### config.mk
export PLATFORM = sky130hd
export DESIGN_NAME = if_stage
export DESIGN_NICKNAME = d
export VERILOG_FILES = /design/src/rtl/cpu_defs.sv /design/src/rtl/if_inst_buf.sv /design/src/rtl/if_stage.sv
export SDC_FILE = /design/constraint.sdc
export NUM_CORES = 1
export LEC_CHECK = 0
export CAP_MARGIN = 30
export CORE_UTILIZATION = 44
export DETAILED_ROUTE_END_ITERATION = 6
export PLACE_DENSITY_LB_ADDON = 0.1
export SLEW_MARGIN = 10
export SYNTH_ARGS = -nofsm -noshare
export SYNTH_HDL_FRONTEND = slang
export SYNTH_SLANG_ARGS = --single-unit
export TNS_END_PERCENT = 5
### constraint.sdc
create_clock -name clk -period 2.19 [get_ports clk]
set_input_delay 0.219 -clock clk [delete_from_list [all_inputs] [get_ports clk]]
set_output_delay 0.219 -clock clk [all_outputs]
set_load 0.03 [all_outputs]
### src/rtl/cpu_defs.sv
// Shared definitions for the LA32R pipeline: inter-stage bus widths and the
// architectural constants the fetch stage needs.
package cpu_defs;

    localparam int FS_TO_DS_BUS_WD = 65;
    localparam int BR_BUS_WD       = 33;

    localparam logic [31:0] NOP_INST = 32'h0340_0000;
    localparam logic [31:0] RESET_PC = 32'h1c00_0000;

    typedef struct packed {
        logic        adef;
        logic [31:0] pc;
        logic [31:0] inst;
    } fs_to_ds_t;

    function automatic logic is_misaligned(input logic [31:0] addr);
        return addr[1:0] != 2'b00;
    endfunction

endpackage

### src/rtl/if_inst_buf.sv
// One-entry holding register for the fetched word while ID stalls, so the
// synchronous SRAM output may change freely during the stall.
module if_inst_buf
    import cpu_defs::*;
(
    input  logic        clk,
    input  logic        reset,
    input  logic        capture,
    input  logic        clear,
    input  logic [31:0] rdata,
    output logic        buf_valid,
    output logic [31:0] buf_inst
);

    logic        buf_valid_reg;
    logic [31:0] buf_inst_reg;

    always_ff @(posedge clk) begin
        if (reset) begin
            buf_valid_reg <= 1'b0;
            buf_inst_reg  <= 32'd0;
        end else if (clear) begin
            buf_valid_reg <= 1'b0;
        end else if (capture) begin
            buf_valid_reg <= 1'b1;
            buf_inst_reg  <= rdata;
        end
    end

    assign buf_valid = buf_valid_reg;
    assign buf_inst  = buf_inst_reg;

endmodule

### src/rtl/if_stage.sv
// Instruction-fetch stage: owns the PC, drives the synchronous inst SRAM and
// hands {adef, pc, inst} to ID over a valid/allowin handshake.
module if_stage
    import cpu_defs::*;
#(
    parameter logic [31:0] RESET_PC = cpu_defs::RESET_PC,
    parameter logic [31:0] NOP_INST = cpu_defs::NOP_INST
) (
    input  logic                       clk,
    input  logic                       reset,
    input  logic                       ds_allowin,
    input  logic [BR_BUS_WD-1:0]       br_bus,
    output logic                       fs_to_ds_valid,
    output logic [FS_TO_DS_BUS_WD-1:0] fs_to_ds_bus,
    output logic                       inst_sram_en,
    output logic                       inst_sram_we,
    output logic [31:0]                inst_sram_addr,
    output logic [31:0]                inst_sram_wdata,
    input  logic [31:0]                inst_sram_rdata
);

    logic        fs_valid_reg;
    logic        fs_adef_reg;
    logic [31:0] fs_pc_reg;

    logic        br_taken;
    logic [31:0] br_target;
    logic [31:0] seq_pc;
    logic [31:0] nextpc;
    logic        to_fs_valid;
    logic        fs_ready_go;
    logic        fs_allowin;
    logic        buf_valid;
    logic [31:0] buf_inst;
    logic        buf_capture;
    logic        buf_clear;
    logic [31:0] fs_inst;
    fs_to_ds_t   fs_bus;

    assign br_taken  = br_bus[32];
    assign br_target = br_bus[31:0];

    // pre-IF: choose the next fetch address
    assign seq_pc      = fs_pc_reg + 32'd4;
    assign nextpc      = br_taken ? br_target : seq_pc;
    assign to_fs_valid = ~reset;

    assign fs_ready_go = 1'b1;
    assign fs_allowin  = ~fs_valid_reg | (fs_ready_go & ds_allowin) | br_taken;

    assign inst_sram_en    = to_fs_valid & fs_allowin & ~is_misaligned(nextpc);
    assign inst_sram_we    = 1'b0;
    assign inst_sram_addr  = nextpc;
    assign inst_sram_wdata = 32'd0;

    always_ff @(posedge clk) begin
        if (reset) begin
            fs_valid_reg <= 1'b0;
            fs_pc_reg    <= RESET_PC - 32'd4;
            fs_adef_reg  <= 1'b0;
        end else if (fs_allowin) begin
            fs_valid_reg <= to_fs_valid;
            fs_pc_reg    <= nextpc;
            fs_adef_reg  <= is_misaligned(nextpc);
        end
    end

    // A redirect kills the word currently in IF; reset masks the stale fs_valid.
    assign fs_to_ds_valid = fs_valid_reg & ~br_taken & ~reset;

    assign buf_capture = fs_valid_reg & ~buf_valid & ~ds_allowin & ~br_taken;
    assign buf_clear   = (fs_to_ds_valid & ds_allowin) | br_taken;

    if_inst_buf u_inst_buf (
        .clk       (clk),
        .reset     (reset),
        .capture   (buf_capture),
        .clear     (buf_clear),
        .rdata     (inst_sram_rdata),
        .buf_valid (buf_valid),
        .buf_inst  (buf_inst)
    );

    assign fs_inst = fs_adef_reg ? NOP_INST : (buf_valid ? buf_inst : inst_sram_rdata);

    assign fs_bus.adef   = fs_adef_reg;
    assign fs_bus.pc     = fs_pc_reg;
    assign fs_bus.inst   = fs_inst;
    assign fs_to_ds_bus  = fs_bus;

endmodule
* After elaboration in Yosys (flattened, before gate mapping)
Cells that the tools add are included.
** Operators by class
- Add/sub/neg operators :: 1
- Mux-type cells :: 3
- Bitwise operators :: 18
- Reduce and logical (&&, ||, !) cells :: 3
** Operators by type and width (count)
- two-way mux 32 bit :: 3
- adder 32 x 3 -> 32 bit, second input constant :: 1
- AND 1 bit :: 8
- inverter 1 bit :: 7
- OR 1 bit :: 3
- AND reduction 2 bit :: 1
- nonzero test 2 bit :: 1
- OR reduction 2 bit :: 1
** Word-level totals
- Register bits after elaboration :: 67
- Input bits :: 68
- Word-level logic and storage cells :: 30

* Longest topological paths before layout
Gate-level depths: netlist of run 1.
- Word-level depth :: 7
- Mapped depth :: 7
- Depth with buffers taken out :: 5

* Modules after synthesis
A second synthesis of run 1 with hierarchy kept.
** Unflattened totals
- Cell total of the unflattened synthesis :: 626
- Area total of the unflattened synthesis :: 5053.6 sq um
** Modules (own cells, without submodules)
- if_stage :: instances 1, cells each 478, area each 3569.7 sq um, sequential area each 680.7 sq um
- if_inst_buf :: instances 1, cells each 148, area each 1483.9 sq um, sequential area each 660.6 sq um

* Least setup slack after synthesis of run 1
Ideal clock, no wire load.
- Path type :: reg2out
- From :: reg fs_pc_reg[9]
- To :: out inst_sram_addr[29]
- Arrival time :: 2567 ps
- Required time :: 1971 ps
- Setup slack :: -596 ps
- Stages on the path, launching flop included :: 6
- Buffers on the path :: 1
- Cells stage by stage :: dfxtp_1 > buf_2 > nand4_2 > or4_4 > or3_1 > a221oi_1
** On the way
- Longest elaborated chain between the ends :: 2
** Ends and longest elaborated chain
- start, declared :: line if_stage.sv:24 : logic [31:0] fs_pc_reg;
- start signal, assigned :: line if_stage.sv:59 : fs_pc_reg <= RESET_PC - 32'd4;
- start signal, assigned :: line if_stage.sv:63 : fs_pc_reg <= nextpc;
- adder 32 x 3 -> 32 bit :: line if_stage.sv:44 : assign seq_pc = fs_pc_reg + 32'd4;
- two-way mux 32 bit :: line if_stage.sv:45 : assign nextpc = br_taken ? br_target : seq_pc;
- end, declared :: line if_stage.sv:17 : output logic [31:0] inst_sram_addr,
Every way passes these cells.

* Worst setup path after layout of run 1
- From :: reg fs_pc_reg[12]
- To :: out inst_sram_addr[29]
The elaborated chain is that of the path after synthesis.

==> impl_metrics.csv, run 1 <==
group,metric,value,unit
status,status,"finished, violations left",
status,violations,"setup timing",
worst_setup_path,rrSetupSlack,0.15,ns
layout,area_delta_synth_final,60.9,%
power_and_ir_drop,peakVddDrop,379,uV
worst_setup_path,crit_fanout,3,
timing,report.final.slew_viol_count,0,
timing,fmax,415,MHz
clock_tree,cts_buffers,9,
route,first_pass_iters,5,
route,wire_per_inst,17.1,um
worst_setup_path,cp-end-kind,"primary output",
flow_run,cap_violations,0,
floorplanning,start_util,0.455,
route,drc,0,
placed_design,place_ws,0.0159,ns
floorplanning,pin_count,200,
logic_synthesis,synth_edf_count,0,
timing,setup_viol,17,
placed_design,port_buffers,166,
timing,final_hold_viol_count,0,
power_and_ir_drop,power,0.00462,W
logic_synthesis,synth_area,4700,sq um
logic_synthesis,synth-async-reset-ratio,0,
floorplanning,die_y,105,um
layout,fin_nets,922,
power_and_ir_drop,power.density,611,nW/um^2
layout,nFillCells,831,
logic_synthesis,ys_ff_latch,67,
worst_setup_path,worstPathArrival,2.19,ns
worst_setup_path,crit_path_end,"inst_sram_addr[29]",
power_and_ir_drop,p_leak,3.02,nW
layout,fin_util,0.732,
layout,final_cells,994,
logic_synthesis,synth_top_area_frac,0.285,
worst_setup_path,crit_type,"flop to primary output",
worst_setup_path,r2r_start,"fs_pc_reg[10]$_SDFFE_PP1N_",
logic_synthesis,yosys.area.top_type,"dfxtp_1",
placed_design,routabilityCongestion,0.914,
timing,timing.final.crit_period,2.41,ns
logic_synthesis,ys_seq_area_frac,0.285,
worst_setup_path,r2r_end,"fs_pc_reg[27]$_SDFFE_PP1N_",
logic_synthesis,synth.area.top_cells,"dfxtp_1 29%, nand2_1 6.9%, mux2i_1 6.8%",
route,postRouteAntennaNets,0,
timing,fin_ws,-0.219,ns
clock_tree,cts_max_path_buffers,2,
clock_tree,htree_levels,3,
timing,max-slew-margin-rel,0.596,
route,num_vias,5668,
grt,grt_pass1_wl,26.4,mm
hold_path,hold_path.class,"input port to flop",
clock_tree,cts_tree,"built",
worst_setup_path,startpoint_type,"flop",
grt,grt_pass1_vias,5281,
timing,rsz0062_at_grt,"yes",
clock_tree,clkLatencyLatePin,0.35,ns
logic_synthesis,ys_warn_count,0,
timing,worstMarginPinSlew,0.605,ns
layout,drive_gt1_frac,0.253,
timing,min_period_over_period,1.10,
logic_synthesis,syn_inst,636,
route,drtIter0Drc,481,
logic_synthesis,synth_area_per_cell,7.39,sq um
logic_synthesis,ys.flop_type,"dfxtp_1",
timing,fin_skew,0.0152,ns
grt,grt-ovfl-total,0,
layout,mostFrequentLayoutCells,"124 x clkdlybuf4s50_1, 100 x buf_4, 84 x nand2_1, 62 x nor2_1, 48 x dfxtp_1",
grt,grt_max_degree,54,
layout,finalInstanceArea,7560,sq um
floorplanning,fp.dieW,105,um
route,wirelength,17.0,mm
worst_setup_path,rr_worst_depth,5,
worst_setup_path,slowest_stage,"or4_4",
worst_setup_path,required,1.97,ns
placed_design,place_hpwl,11.8,mm
floorplanning,core,10300,sq um
layout,antenna_cells,0,
clock_tree,clkTransAtPathRegs,0.08,ns
placed_design,placed_area,6830,sq um
placed_design,placed_cells,952,
layout,final_common_cell,"clkdlybuf4s50_1",
worst_setup_path,crit_path_start,"fs_pc_reg[12]$_SDFFE_PP1N_",
clock_tree,cts-root-buf,"clkbuf_8",
worst_setup_path,slowest_delay,0.53,ns
worst_setup_path,path_cells,"nand4_4 > or4_4 > or3_4 > a221oi_4 > buf_6",
grt,antenna_found_initial,0,
route,vias_per_cell,5.70,
grt,grt.total_usage,0.295,
logic_synthesis,synth.distinct_cells,57,
floorplanning,row_count,37,
clock_tree,cts_sinks,67,
floorplanning,dieArea,11100,sq um
[timing repair]
| item | 4_1_cts | 5_1_grt |
|---|---|---|
| pin swaps | 7 | 6 |
| resized for setup | 70 | 25 |
| gates cloned | 2 | 0 |
| setup endpoints to repair | 42 | 33 |
| hold buffers | 0 | 0 |
| buffers inserted | 17 | 7 |
[worst min path at each step]
stage | start | to | slack, ns | cells past startpoint
after floorplan | inst_sram_rdata[0] | u_inst_buf.buf_inst[0]$_SDFFE_PP0P_ | 0.35 | 2
after global placement | u_inst_buf.buf_inst[28]$_SDFFE_PP0P_ | u_inst_buf.buf_inst[28]$_SDFFE_PP0P_ | 0.44 | 2
after detailed placement | u_inst_buf.buf_inst[10]$_SDFFE_PP0P_ | u_inst_buf.buf_inst[10]$_SDFFE_PP0P_ | 0.45 | 2
after CTS | reset | fs_valid_reg$_SDFFE_PP0N_ | 0.25 | 3
after global routing | reset | fs_valid_reg$_SDFFE_PP0N_ | 0.26 | 3
final | reset | fs_valid_reg$_SDFFE_PP0N_ | 0.26 | 3
[where the power goes]
part           leakage [nW]  internal [W]  total [W]  switching, W
clock                 0.120      0.000764    0.00132      0.000551
sequential            0.551       0.00129    0.00136     0.0000728
combinational          2.35      0.000832    0.00194       0.00111
total                  3.02       0.00288    0.00462       0.00174
[critical path, delay by kind of cell (launching register included)]
| kind | cells | cell delay [ns] |
|---|---|---|
| AOI/OAI and AO/OA | 1 | 0.26 |
| buffers and inverters | 1 | 0.17 |
| DFF | 1 | 0.38 |
| and+or+nand+nor | 3 | 1.03 |
[per-layer routing]
layer,vias up,wire length [um],global-route usage
li1,2681,-,-
met1,2628,7060,0.364
met2,303,8230,0.506
met3,56,1180,0.0513
met4,0,564,0.122
met5,-,0,0
[synth_stat cells, drive strengths merged, types with 13 or more instances]
cell,instances
a31oi,13
nor2,63
nand2b,13
mux2i,32
nand2,86
nor4,17
nor3,23
nand4,21
clkbuf,39
o21ai,16
nand3,20
buf,49
a21oi,38
dfxtp,67
[stage by stage]
step | hold slack (ns) | setup TNS, ns
2_1_floorplan | 0.355 | -1.66
3_3_place_gp | 0.441 | 0
3_5_place_dp | 0.448 | 0
4_1_cts | 0.249 | -1.85
5_1_grt | 0.262 | -4.02
6_report | 0.260 | -2.46
[logic make-up (layout without fill, tap and decap cells)]
family / count (synthesis) / count (layout) / share of synthesized area
other: 1 / 33 / 0.000798
and+or+nand+nor: 295 / 295 / 0.316
DFF: 67 / 67 / 0.285
AOI/OAI and AO/OA: 130 / 130 / 0.193
muxes: 35 / 35 / 0.0753
buffers and inverters: 97 / 287 / 0.108
xor gates and xnor gates: 10 / 10 / 0.0186
adders and majority gates: 1 / 1 / 0.00266
[final cells by class]
cell class                      instances  area (sq um)  share of cell area
Multi-Input combinational cell        504          3260               0.431
Timing Repair Buffer                  262          2450               0.325
Sequential cell                        67          1400               0.185
Tap cell                              136           170              0.0225
Clock buffer                            9           124              0.0164
Clock inverter                          7           124              0.0164
Inverter                                9          33.8             0.00447
Power figures use the tool's default switching activity.
==> inputs of run 2 (changes only) <==
CORE_UTILIZATION = 40   (was 44)
==> run 2 against run 1 <==
The run still ends with setup timing left. Global-route usage is 3.5 points lower. Final cell count is 0.70% lower. First-iteration DRC count is 5.8% lower. Combinational power is 3% lower. Critical path type unchanged. Largest cell class unchanged. Largest power group unchanged.
==> impl_metrics.csv, run 2 (synthesis gave the netlist of run 1 again) <==
group,metric,value,unit
layout,drive_gt1_frac,0.242,
timing,rsz0062_at_grt,"yes",
floorplanning,pin_count,200,
layout,ff_latch_area,1390,sq um
clock_tree,cts-root-buf,"clkbuf_16",
hold_path,hold_path.class,"input port to flop",
clock_tree,cts_tree,"built",
grt,antenna_found_initial,0,
layout,nFillCells,1010,
grt,grt_pass1_wl,24.9,mm
status,violations,"setup timing",
worst_setup_path,required,1.97,ns
clock_tree,cts_sinks,67,
worst_setup_path,cp-end-kind,"primary output",
worst_setup_path,crit_type,"flop to primary output",
power_and_ir_drop,power.density,659,nW/um^2
clock_tree,htree_levels,3,
worst_setup_path,r2r_start,"fs_pc_reg[5]$_SDFFE_PP1N_",
worst_setup_path,path_cells,"and4_4 > nand4_1 > buf_4 > buf_2 > xnor2_1 > mux2_2 > clkdlybuf4s15_2",
layout,mostFrequentLayoutCells,"133 x clkdlybuf4s50_1, 89 x buf_4, 84 x nand2_1, 62 x nor2_1, 48 x dfxtp_1",
floorplanning,row_count,39,
placed_design,place_hpwl,11.9,mm
placed_design,placed_cells,964,
route,drtIter0Drc,453,
clock_tree,clkLatencyLatePin,0.33,ns
hold_path,holdCritStartpoint,"br_bus[32]",
floorplanning,fp.dieW,110,um
timing,min_period_over_period,1.09,
layout,final_cells,987,
clock_tree,clkTransAtPathRegs,0.06,ns
timing,fmax,418,MHz
layout,antenna_cells,0,
power_and_ir_drop,peakVddDrop,380,uV
floorplanning,start_util,0.412,
floorplanning,core,11400,sq um
grt,grt-ovfl-total,0,
timing,final_hold_viol_count,0,
layout,area_delta_synth_final,59.5,%
worst_setup_path,worstPathArrival,2.18,ns
timing,holdWs,0.315,ns
floorplanning,die_y,110,um
placed_design,port_buffers,166,
route,wire_per_inst,16.7,um
layout,fin_nets,908,
grt,grt_pass1_vias,5012,
status,status,"finished, violations left",
timing,timing.final.crit_period,2.39,ns
worst_setup_path,slowest_stage,"dfxtp_4",
route,wirelength,16.5,mm
layout,final_common_cell,"clkdlybuf4s50_1",
route,num_vias,5499,
route,postRouteAntennaNets,0,
clock_tree,cts_buffers,9,
timing,report.final.slew_viol_count,0,
worst_setup_path,crit_path_start,"fs_pc_reg[9]$_SDFFE_PP1N_",
worst_setup_path,crit_fanout,7,
power_and_ir_drop,p_leak,2.85,nW
floorplanning,dieArea,12200,sq um
timing,setup_viol,16,
grt,grt.total_usage,0.260,
timing,fin_ws,-0.205,ns
placed_design,routabilityCongestion,0.911,
flow_run,cap_violations,0,
timing,fin_skew,0.00693,ns
clock_tree,cts_max_path_buffers,2,
route,vias_per_cell,5.57,
worst_setup_path,slowest_delay,0.38,ns
worst_setup_path,startpoint_type,"flop",
timing,max-slew-margin-rel,0.584,
route,first_pass_iters,5,
placed_design,place_ws,0.00969,ns
layout,multi_input_area,3240,sq um
layout,fin_util,0.656,
route,drc,0,
grt,grt_max_degree,43,
timing,worstMarginPinSlew,0.623,ns
==> run 2: cell types whose count changed in the layout (fill, tap and decap cells not counted), sizes merged <==
cell,delta
buf,-13
clkbuf,+1
clkdlybuf4s15,+1
clkdlybuf4s50,+9
clkinv,-1
dlygate4sd2,-1
dlymetal6s2s,-11
inv,+1
==> run 2: metrics by stage <==
step	instance area [sq um]	TNS (ns)	power, W
finish	7490	-1.90	0.00494
global route	7490	-3.09	0.00515
CTS	7360	-1.58	0.00490
detailed placement	6870	0	0.00316
global placement	6870	0	0.00315
floorplan	4950	-1.66	0.00244
==> run 2: power breakdown <==
group          internal (W)  switching [W]
sequential          0.00129      0.0000671
clock               0.00112       0.000580
combinational      0.000783        0.00110
==> run 2: repair_timing <==
item / CTS / global route
pin swaps: 0 / 6
hold buffers: 0 / 0
buffers inserted: 4 / 2
endpoints found under the setup margin: 24 / 23
resized for setup: 40 / 36
endpoints found under the hold margin: 0 / 0
cloned: 0 / 1
==> run 2: cell type report <==
type,count,share of cell area
Multi-Input combinational cell,504,0.432
Timing Repair Buffer,248,0.307
Sequential cell,67,0.185
Clock buffer,9,0.0301
Tap cell,143,0.0239
Clock inverter,7,0.0165
Inverter,9,0.00451
==> run 2: worst max-delay path: cells and delay by family (launching register included) <==
kind,cells,cell delay [ns]
buffers and inverters,3,0.64
AND/OR/NAND/NOR,2,0.39
flip-flops,1,0.38
multiplexers,1,0.28
XOR/XNOR,1,0.15
==> run 2: final timing paths <==
check | to | slack [ns] | cells past startpoint
setup / recovery | inst_sram_addr[14] | -0.20 | 7
hold / removal | u_inst_buf.buf_valid$_SDFFE_PP0P_ | 0.31 | 3
setup reg to reg | fs_pc_reg[26]$_SDFFE_PP0N_ | 0.36 | 7
hold reg to reg | u_inst_buf.buf_inst[26]$_SDFFE_PP0P_ | 0.45 | 2
==> run 2: layer usage <==
metal / GRT usage / vias up / share of wire / wire (um)
li1: - / 2657 / - / -
met1: 0.341 / 2557 / 0.42 / 7010
met2: 0.449 / 264 / 0.49 / 8090
met3: 0.0323 / 21 / 0.069 / 1150
met4: 0.0686 / 0 / 0.015 / 247
met5: 0 / - / 0 / 0
==> inputs of run 3 (changes only) <==
CTS_CLUSTER_SIZE = 14   (was not set)
SKIP_CTS_REPAIR_TIMING = 1   (was not set)
==> run 3 against run 2 <==
Via count is 0.13% higher. The flow still finishes with violations (setup timing). Largest power group unchanged. Non-clock buffer count is 7 lower. Sequential power hardly changed. Sequential cell count stayed put. Critical path depth stayed put. Largest cell class unchanged. Wire length is 1.9% lower. First-iteration DRC count is 12% higher. Clock power hardly changed.
==> impl_metrics.csv, run 3 (synthesis gave the netlist of run 1 again) <==
group,metric,value,unit
status,status,"finished, violations left",
status,violations,"setup timing",
placed_design,placed_area,6870,sq um
power_and_ir_drop,p_leak,2.84,nW
timing,worstMarginPinSlew,0.619,ns
worst_setup_path,r2r_start,"fs_pc_reg[5]$_SDFFE_PP1N_",
grt,grt.total_usage,0.257,
layout,final_common_cell,"clkdlybuf4s50_1",
route,drc,0,
worst_setup_path,rr_worst_depth,7,
clock_tree,htree_levels,3,
power_and_ir_drop,power.density,663,nW/um^2
route,drtIter0Drc,509,
clock_tree,clkLatencyLatePin,0.33,ns
timing,max-slew-margin-rel,0.587,
timing,holdWs,0.312,ns
floorplanning,die_y,110,um
layout,area_delta_synth_final,56.9,%
layout,final_cells,980,
worst_setup_path,crit_fanout,17,
hold_path,holdCritStartpoint,"br_bus[32]",
grt,antenna_found_initial,0,
worst_setup_path,crit_type,"flop to primary output",
floorplanning,fp.dieW,110,um
power_and_ir_drop,power,0.00489,W
worst_setup_path,rrSetupSlack,0.34,ns
layout,fin_nets,901,
placed_design,place_ws,0.00969,ns
timing,min_period_over_period,1.09,
timing,final_hold_viol_count,0,
flow_run,cap_violations,0,
timing,fin_skew,0.00763,ns
worst_setup_path,cp-end-kind,"primary output",
route,first_pass_iters,5,
grt,grt_max_degree,43,
clock_tree,clkTransAtPathRegs,0.06,ns
timing,fmax,420,MHz
clock_tree,cts_buffers,9,
worst_setup_path,r2r_end,"fs_pc_reg[26]$_SDFFE_PP0N_",
grt,grt_pass1_vias,4982,
route,postRouteAntennaNets,0,
route,wirelength,16.2,mm
worst_setup_path,worstPathArrival,2.16,ns
floorplanning,row_count,39,
worst_setup_path,required,1.97,ns
route,num_vias,5506,
placed_design,place_hpwl,11.9,mm
worst_setup_path,startpoint_type,"flop",
hold_path,min_path_cells,3,
hold_path,hold_path.class,"input port to flop",
timing,fin_ws,-0.190,ns
timing,rsz0062_at_grt,"yes",
route,vias_per_cell,5.62,
route,wire_per_inst,16.5,um
timing,setup_viol,14,
floorplanning,dieArea,12200,sq um
timing,report.final.slew_viol_count,0,
clock_tree,cts-root-buf,"clkbuf_16",
power_and_ir_drop,peakVddDrop,382,uV
timing,timing.final.crit_period,2.38,ns
placed_design,placed_cells,964,
grt,grt_pass1_wl,24.6,mm
layout,drive_gt1_frac,0.220,
floorplanning,start_util,0.412,
hold_path,min_to,"u_inst_buf.buf_valid$_SDFFE_PP0P_",
placed_design,port_buffers,166,
clock_tree,cts_max_path_buffers,2,
layout,antenna_cells,0,
layout,mostFrequentLayoutCells,"132 x clkdlybuf4s50_1, 84 x nand2_1, 84 x buf_4, 62 x nor2_1, 52 x dfxtp_1",
grt,grt-ovfl-total,0,
layout,finalInstanceArea,7370,sq um
placed_design,routabilityCongestion,0.911,
clock_tree,cts_tree,"built",
clock_tree,cts_sinks,67,
floorplanning,core,11400,sq um
floorplanning,pin_count,200,
-- run 3: per-layer routing --
layer  routed length [um]  global-route usage  vias up
met5                    0                   0        -
met4                  212              0.0799        0
met3                 1190              0.0341       20
met1                 6830               0.337     2573
li1                     -                   -     2647
met2                 7960               0.436      266
-- run 3: worst max-delay path, cell delays in order, from the launching register on --
cell     delay, ns
dfxtp_2       0.35
ha_2          0.18
and2_1        0.14
nand4_1       0.11
buf_6         0.17
or4_1         0.50
a31oi_2       0.22
buf_6         0.16
-- run 3: final cells by class --
cell class	instances	area [sq um]
fill	1022	4050
multi-input combinational	504	3170
timing repair buffer	241	2260
sequential	67	1380
clock buffer	9	225
tap	143	179
clock inverter	7	124
inverter	9	33.8
-- run 3: how the worst max path moves through the flow --
stage	from	endpoint	slack [ns]	cells after the start
after floorplan	fs_pc_reg[17]$_SDFFE_PP1N_	inst_sram_addr[29]	-0.17	4
after detailed placement	fs_pc_reg[3]$_SDFFE_PP1N_	inst_sram_addr[14]	0.01	7
after CTS	fs_pc_reg[3]$_SDFFE_PP1N_	inst_sram_addr[14]	-0.35	7
final	fs_pc_reg[3]$_SDFFE_PP1N_	inst_sram_addr[28]	-0.19	7
after global routing	fs_pc_reg[3]$_SDFFE_PP1N_	inst_sram_addr[28]	-0.31	7
after global placement	fs_pc_reg[10]$_SDFFE_PP1N_	inst_sram_addr[14]	0.03	6
-- run 3: power breakdown --
group          leakage, nW  switching, W  total [W]  internal (W)
Combinational         2.13       0.00107    0.00184      0.000765
Clock                0.167      0.000575    0.00170       0.00112
Sequential           0.550     0.0000683    0.00136       0.00129
-- run 3: stage by stage --
stage / utilization / TNS, ns
floorplan: - / -1.66
global placement: 0.602 / 0
detailed placement: 0.602 / 0
CTS: 0.633 / -4.03
global route: 0.646 / -2.77
finish: 0.646 / -1.35
